`config.mk`:
```
export PLATFORM = sky130hd
export DESIGN_NAME = dm_ctl
export DESIGN_NICKNAME = d
export VERILOG_FILES = /design/src/rtl/dm_ctl.sv
export SDC_FILE = /design/constraint.sdc
export NUM_CORES = 1
export LEC_CHECK = 0
export ABC_AREA = 0
export BUFFER_PORTS_ARGS = -buffer_cell sky130_fd_sc_hd__buf_4
export CAP_MARGIN = 20
export CORE_MARGIN = 2
export CORE_UTILIZATION = 45
export CTS_BUF_LIST = sky130_fd_sc_hd__clkbuf_4 sky130_fd_sc_hd__clkbuf_8
export DETAILED_ROUTE_END_ITERATION = 10
export HOLD_SLACK_MARGIN = 0.03
export PLACE_DENSITY_LB_ADDON = 0.08
export SYNTH_ARGS = -nofsm -noshare
export SYNTH_HDL_FRONTEND = slang
export SYNTH_SLANG_ARGS = --single-unit
```
`constraint.sdc`:
```
create_clock -name clk -period 2.2 [get_ports clk]
set_input_delay 0.44 -clock clk [delete_from_list [all_inputs] [get_ports clk]]
set_output_delay 0.44 -clock clk [all_outputs]
set_load 0.05 [all_outputs]
```
`src/rtl/dm_ctl.sv`:
```
// Debug Module controller: DMI register file, halt/resume requests and abstract command sequencing.
// DMI accesses ack one cycle after request; no backpressure, the transport never overlaps requests.
module dm_ctl #(
    parameter int TIMEOUT = 1024,
    parameter int VERSION = 2
) (
    input  logic        clk,
    input  logic        rst_n,
    input  logic        dmi_req,
    input  logic        dmi_write,
    input  logic [6:0]  dmi_addr,
    input  logic [31:0] dmi_wdata,
    output logic [31:0] dmi_rdata,
    output logic        dmi_ack,
    output logic        dbg_halt_req,
    output logic        dbg_resume_req,
    output logic [31:0] dbg_command,
    output logic        dbg_exec,
    output logic [31:0] dbg_data0,
    input  logic        dbg_halted,
    input  logic        dbg_done,
    input  logic        dbg_write,
    input  logic [31:0] dbg_wdata,
    input  logic        dbg_error,
    input  logic        dbg_exception
);

    localparam int CW = (TIMEOUT > 1) ? $clog2(TIMEOUT) : 1;

    localparam logic [6:0] ADDR_DATA0      = 7'h04;
    localparam logic [6:0] ADDR_DMCONTROL  = 7'h10;
    localparam logic [6:0] ADDR_DMSTATUS   = 7'h11;
    localparam logic [6:0] ADDR_ABSTRACTCS = 7'h16;
    localparam logic [6:0] ADDR_COMMAND    = 7'h17;

    localparam logic [2:0] ERR_NONE      = 3'd0;
    localparam logic [2:0] ERR_BUSY      = 3'd1;
    localparam logic [2:0] ERR_NOT_SUPP  = 3'd2;
    localparam logic [2:0] ERR_EXCEPTION = 3'd3;
    localparam logic [2:0] ERR_HALT_RES  = 3'd4;

    typedef enum logic {
        IDLE = 1'b0,
        EXEC = 1'b1
    } state_t;

    state_t      state, state_nxt;
    logic [CW-1:0] cnt, cnt_nxt;
    logic [31:0] data0, data0_nxt;
    logic [31:0] command, command_nxt;
    logic [2:0]  cmderr, cmderr_nxt;
    logic        dmactive, dmactive_nxt;
    logic        haltreq, haltreq_nxt;
    logic        resume_pend, resume_pend_nxt;
    logic        resumeack, resumeack_nxt;
    logic        ack_q;
    logic [31:0] rdata_q;
    logic [31:0] rd_val;
    logic        busy;
    logic        wr;
    logic [7:0]  cmdtype;

    assign busy    = (state == EXEC);
    assign wr      = dmi_req && dmi_write;
    assign cmdtype = dmi_wdata[31:24];

    // Read mux reflects state as it stood before the access edge.
    always_comb begin
        rd_val = 32'h0;
        case (dmi_addr)
            ADDR_DATA0:      rd_val = data0;
            ADDR_DMCONTROL:  rd_val = {haltreq, 30'h0, dmactive};
            ADDR_DMSTATUS:   rd_val = {14'h0, resumeack, resumeack, 4'h0,
                                       !dbg_halted, !dbg_halted, dbg_halted, dbg_halted,
                                       1'b1, 3'h0, 4'(VERSION)};
            ADDR_ABSTRACTCS: rd_val = {3'h0, 5'd0, 11'h0, busy, 1'b0, cmderr, 4'h0, 4'd1};
            default:         rd_val = 32'h0;
        endcase
    end

    always_comb begin
        state_nxt       = state;
        cnt_nxt         = cnt;
        data0_nxt       = data0;
        command_nxt     = command;
        cmderr_nxt      = cmderr;
        dmactive_nxt    = dmactive;
        haltreq_nxt     = haltreq;
        resume_pend_nxt = resume_pend;
        resumeack_nxt   = resumeack;

        // Core-side completion is applied before any DMI write on the same edge.
        if (busy) begin
            if (dbg_done) begin
                if (dbg_write)
                    data0_nxt = dbg_wdata;
                if ((dbg_error || dbg_exception) && cmderr_nxt == ERR_NONE)
                    cmderr_nxt = ERR_EXCEPTION;
                state_nxt = IDLE;
                cnt_nxt   = '0;
            end else if (cnt == CW'(TIMEOUT - 1)) begin
                if (cmderr_nxt == ERR_NONE)
                    cmderr_nxt = ERR_EXCEPTION;
                state_nxt = IDLE;
                cnt_nxt   = '0;
            end else begin
                cnt_nxt = cnt + CW'(1);
            end
        end

        if (resume_pend && !dbg_halted) begin
            resume_pend_nxt = 1'b0;
            resumeack_nxt   = 1'b1;
        end

        if (wr) begin
            case (dmi_addr)
                ADDR_DATA0: begin
                    if (busy) begin
                        if (cmderr_nxt == ERR_NONE)
                            cmderr_nxt = ERR_BUSY;
                    end else begin
                        data0_nxt = dmi_wdata;
                    end
                end
                ADDR_DMCONTROL: begin
                    dmactive_nxt = dmi_wdata[0];
                    haltreq_nxt  = dmi_wdata[31];
                    if (dmi_wdata[31]) begin
                        resume_pend_nxt = 1'b0;
                    end else if (dmi_wdata[30] && !busy) begin
                        resume_pend_nxt = 1'b1;
                        resumeack_nxt   = 1'b0;
                    end
                end
                ADDR_ABSTRACTCS: begin
                    if (busy) begin
                        if (cmderr_nxt == ERR_NONE)
                            cmderr_nxt = ERR_BUSY;
                    end else begin
                        cmderr_nxt = cmderr_nxt & ~dmi_wdata[10:8];
                    end
                end
                ADDR_COMMAND: begin
                    if (cmderr_nxt != ERR_NONE) begin
                        cmderr_nxt = cmderr_nxt;
                    end else if (busy) begin
                        cmderr_nxt = ERR_BUSY;
                    end else if (!dbg_halted) begin
                        cmderr_nxt = ERR_HALT_RES;
                    end else if (cmdtype != 8'd0 && cmdtype != 8'd2) begin
                        cmderr_nxt = ERR_NOT_SUPP;
                    end else begin
                        command_nxt = dmi_wdata;
                        state_nxt   = EXEC;
                        cnt_nxt     = '0;
                    end
                end
                default: ;
            endcase
        end

        // An inactive DM holds everything but dmactive at reset values; this also aborts a command.
        if (!dmactive_nxt) begin
            state_nxt       = IDLE;
            cnt_nxt         = '0;
            data0_nxt       = 32'h0;
            command_nxt     = 32'h0;
            cmderr_nxt      = ERR_NONE;
            haltreq_nxt     = 1'b0;
            resume_pend_nxt = 1'b0;
            resumeack_nxt   = 1'b0;
        end
    end

    always_ff @(posedge clk) begin
        if (!rst_n) begin
            state       <= IDLE;
            cnt         <= '0;
            data0       <= 32'h0;
            command     <= 32'h0;
            cmderr      <= ERR_NONE;
            dmactive    <= 1'b0;
            haltreq     <= 1'b0;
            resume_pend <= 1'b0;
            resumeack   <= 1'b0;
            ack_q       <= 1'b0;
            rdata_q     <= 32'h0;
        end else begin
            state       <= state_nxt;
            cnt         <= cnt_nxt;
            data0       <= data0_nxt;
            command     <= command_nxt;
            cmderr      <= cmderr_nxt;
            dmactive    <= dmactive_nxt;
            haltreq     <= haltreq_nxt;
            resume_pend <= resume_pend_nxt;
            resumeack   <= resumeack_nxt;
            ack_q       <= dmi_req;
            rdata_q     <= (dmi_req && !dmi_write) ? rd_val : 32'h0;
        end
    end

    assign dmi_ack        = ack_q;
    assign dmi_rdata      = rdata_q;
    assign dbg_halt_req   = haltreq && dmactive;
    assign dbg_resume_req = resume_pend;
    assign dbg_command    = command;
    assign dbg_exec       = busy;
    assign dbg_data0      = data0;

endmodule

```
# After elaboration in Yosys (flattened, before gate mapping)
# Cells that the tools add are included.
# word_totals
reg_bits	115
memories	0
ram_bits	0
in_bits	80
wordCells	94
latch_bits	0
output_inout_bits	100
rom_bits	0
# op_classes
mul	0
div	0
eq_ne	7
n_shift	0
order_cmp	0
reduce_logical	19
addsub	1
bitwise_logic	5
mux	51
# ops
operator	n
$mux 32	6
$pmux 32 s4	1
$mux 10	9
$mux 3	13
$eq 7x5->1 const B	4
$mux 1	21
$add 10x1->10 const B	1
$eq 10x10->1 const B	1
$pmux 3 s3	1
$ne 8x2->1 const B	1
$reduce_bool 8->1	1
$eq 7x3->1 const B	1
$logic_and 1x1->1	7
$logic_not 3->1	2
$reduce_and 2->1	3
$reduce_and 6->1	1
$and 3x3->3	1
$logic_not 1->1	3
$not 1->1	3
$not 3->3	1
$reduce_bool 3->1	1
$logic_or 1x1->1	1

# Depth between registers and ports, before layout
# depth
ltp_word	11
depth_mapped	8
mapped_depth_nobuf	6

# Least setup slack after synthesis
# OpenSTA, ideal clock, no wires.
# synth_timing
path_kind	input-to-reg
from	input port dmi_addr[5]
to	register command[6], in the netlist dbg_command[6]
arrival_ns	2.038
setup_slack_ns	0.034
path_stages	7
path_cell_list	or4b_4 nor4_2 and4_1 buf_6 buf_12 mux2i_1 nor2_1
# synth_between
elab_chain_len	4
word_cells_on_any_way	6
classes_between	eq/ne: 2; mux: 2; reduce/logical: 2
# synth_lines
element	line_no	source
start: declaration	11	input logic [6:0] dmi_addr,
$eq 7x5->1	117	case (dmi_addr)
$mux 1	117	
$mux 1	116	if (wr) begin
$reduce_and 2->1 (no source line)	--	
end signal: assignment	193	command <= command_nxt;
end: declaration	50	logic [31:0] command, command_nxt;
# Parallel ways exist; a longest one is shown, timed or not.
# A chain may end at the register's enable or synchronous reset.

# Final worst setup path
# layout_timing
from	input port dmi_addr[5]
to	register command[17], in the netlist dbg_command[17]
# Same word-level chain as after synthesis.

==> metrics <==
Resized Gates After CTS=0; Switch Pwr=884 uW; reg2reg start=cnt[0]; DR DRC count=0; pin count of the biggest net entering global routing=41; root buf cell=clkbuf_8; Wirelength per Cell=16.3 um; DRT antenna net count=0; slowest stage delay, CP=0.55 ns; WP data arrival=2.30 ns; Syn Inst Count=461; most common flop cell mapped by yosys=dfxtp_1; DIE AREA=10900 um2; final setup fails=0; Peak Freq=0.502 GHz; vias per cell=5.23; Final Worst Setup Slack=0.208 ns; fillers=823; I/O pins=180; clock latency on the worst-skew pair=0.42 ns; area delta synth->final=44.7%; status=finished clean; final hold viol count=0; Total Routing Usage GR=0.241; internal power=3.32 mW; Mapped Area=4530 um2; routed vias=4197; CTS clk-pin slew, worst paths=0.07 ns; synth unique cells=46; initial drt markers=170; maximum fanout along the worst path=19; CP Data Required Time=2.50 ns; htree depth=4; RD Place Congestion=0.790; Net Sw Frac=0.210; Leakage=2.98 nW; post-synthesis sequential area ratio=0.509; Synth Register Bits=115; 1st-pass router iterations=5; Routed WL=13100 um; hold slack=0.268 ns; Final period util=0.905; post-route cell area=6550 um2; XOR/XNOR share of the synthesized area=0; remaining global-route overflow=0; sequential share of power=0.496; post-DP HPWL=9550 um; CTS Sinks=115; Yosys warning total=0; PwrDens=641 nW/um2; Worst setup SP type=input pin; main combinational cell family by area after synthesis=simple AND/OR/NAND/NOR gates; Clk pwr share=0.461; RSZ-0062 raised after global routing=no; TritonCTS Buffers=17; min cycle time layout=1.99 ns; Synthesized Nets=542; Final #Nets=738; Die Y=104 um; CTS tree=yes; Synth Area in Compound Gates=0.129; maxcap violations=0; Syn Area/Cell=9.82 um2; Worst setup EP type=flop; layout cells sized above 1=0.374; core area=9770 um2; maximum VDD drop=440 uV; CTS Buffer Depth=2; critical hold path startpoint=dmi_wdata[11]; vias in the first global route=4156; area post-placement=6150 um2; Post-synth ARST share=0; relative slew slack=0.711; cell taking the most area after synthesis=dfxtp_1; slowest stage cell on the critical path=or4b_4; Place WS=-0.205 ns; Synth Area in Adders=0.00276; first-pass GRT wire length=20900 um; antenna diode count=0; Power, Total=4.20 mW; Worst Setup Path Type=input pin to flop; Tightest Hold Check Type=input pin to flop; crit path from=dmi_addr[5]; Initial Util=0.463; Critical path buffers and inverters=2; Synth top area share=0.509; Slew @ Worst Pin=0.430 ns; crit-path leading delay family=simple AND/OR/NAND/NOR gates; skew final=0.0104 ns; Final Max Slew Viols=0; initial antenna violation count=0; Post-CTS Setup Inserts=0; top cells by area, synth=dfxtp_1 51%, mux2i_1 13%, nor2_1 6.5%, a211oi_1 6.0%, and3_1 3.0%; mux cell area share after synthesis=0.133; simple-gate share of the synthesized area=0.187; total negative slack=0 ns; combinational fraction of design power=0.044; number of enable flip-flop cells after synthesis=0; CP Cell Sequence=buf_4 -> or4b_4 -> nor4_2 -> and4_2 -> buf_12 -> mux2i_1 -> nor2_1; row cnt=36; Port Buffers=179; DIE WIDTH=104 um; # hold bufs at CTS=0
## per-layer routing
metal	GRT usage	up-vias	wire length [um]
li1	-	2057	-
met1	0.292	1962	5740
met2	0.401	154	6500
met3	0.0733	24	630
met4	0.0917	0	222
met5	0	-	0
## state kept, by name (all words and copies together), names as in the netlist
| name | flops |
|---|---|
| dbg_command | 32 |
| dmactive | 1 |
| dbg_data0 | 32 |
| dbg_exec | 1 |
| dmi_rdata | 32 |
| dmi_ack | 1 |
| cmderr | 3 |
| cnt | 10 |
| haltreq | 1 |
| dbg_resume_req | 1 |
| resumeack | 1 |
## synthesized netlist by cell type (4+ instances only)
cell type,n
dfxtp_1,115
nor2_1,78
mux2i_1,59
a211oi_1,36
and3_1,22
clkbuf_1,22
a21oi_1,19
nand2_1,17
and2_1,10
nand3_1,7
inv_1,5
nor3_1,5
a31oi_1,4
buf_2,4
nand4_1,4
nor2b_1,4
## layout make-up
| type | instances | area, um2 | share of cell area |
|---|---|---|---|
| clock buffers | 22 | 297 | 0.0453 |
| multi-input cells | 311 | 2060 | 0.314 |
| flip-flops and latches | 115 | 2300 | 0.351 |
| inverters | 5 | 18.8 | 0.00286 |
| clock inverters | 9 | 104 | 0.0159 |
| repair buffers | 207 | 1600 | 0.245 |
| well taps | 133 | 166 | 0.0254 |
## per-stage QoR
step | cells | utilization
after detailed placement | 771 | 0.629
after global placement | 771 | 0.629
after CTS | 802 | 0.670
after floorplan | 461 | -
after global routing | 802 | 0.670
final | 802 | 0.670
## cells by family after synthesis
family	Yosys count
simple gates	168
flops	115
buf+inv	35
fa+ha+maj	1
mux	60
compound gates	82
## cell usage in the layout, fill, tap and decap left out, drive strengths merged, types with 7 or more instances in the layout
cell / netlist / routed
buf: 8 / 207
a211oi: 36 / 36
dfxtp: 115 / 115
nand3: 7 / 7
mux2i: 59 / 59
nor2: 79 / 79
a21oi: 19 / 19
and2: 10 / 10
and3: 22 / 22
nand2: 17 / 17
clkbuf: 22 / 22
## power by group through the flow
stage               Sequential, mW  Combinational (mW)  Clock [mW]
finish                        2.08               0.184        1.94
global route                  2.08               0.196        2.08
CTS                           2.08               0.182        1.98
detailed placement            2.13               0.181           0
global placement              2.13               0.180           0
floorplan                     2.13              0.0297           0
## tightest hold or removal path: stages
cell and delay, ns:
buf_4 0.08, mux2i_1 0.06, nor2_1 0.07
## worst paths after layout
path | end | slack [ns] | cells past startpoint
hold / removal | dbg_command[11] | 0.27 | 3
hold reg to reg | dbg_command[28] | 0.46 | 1
setup reg to reg | cnt[3] | 0.30 | 6
setup / recovery | dbg_command[17] | 0.21 | 7
Power figures use the tool's default switching activity.
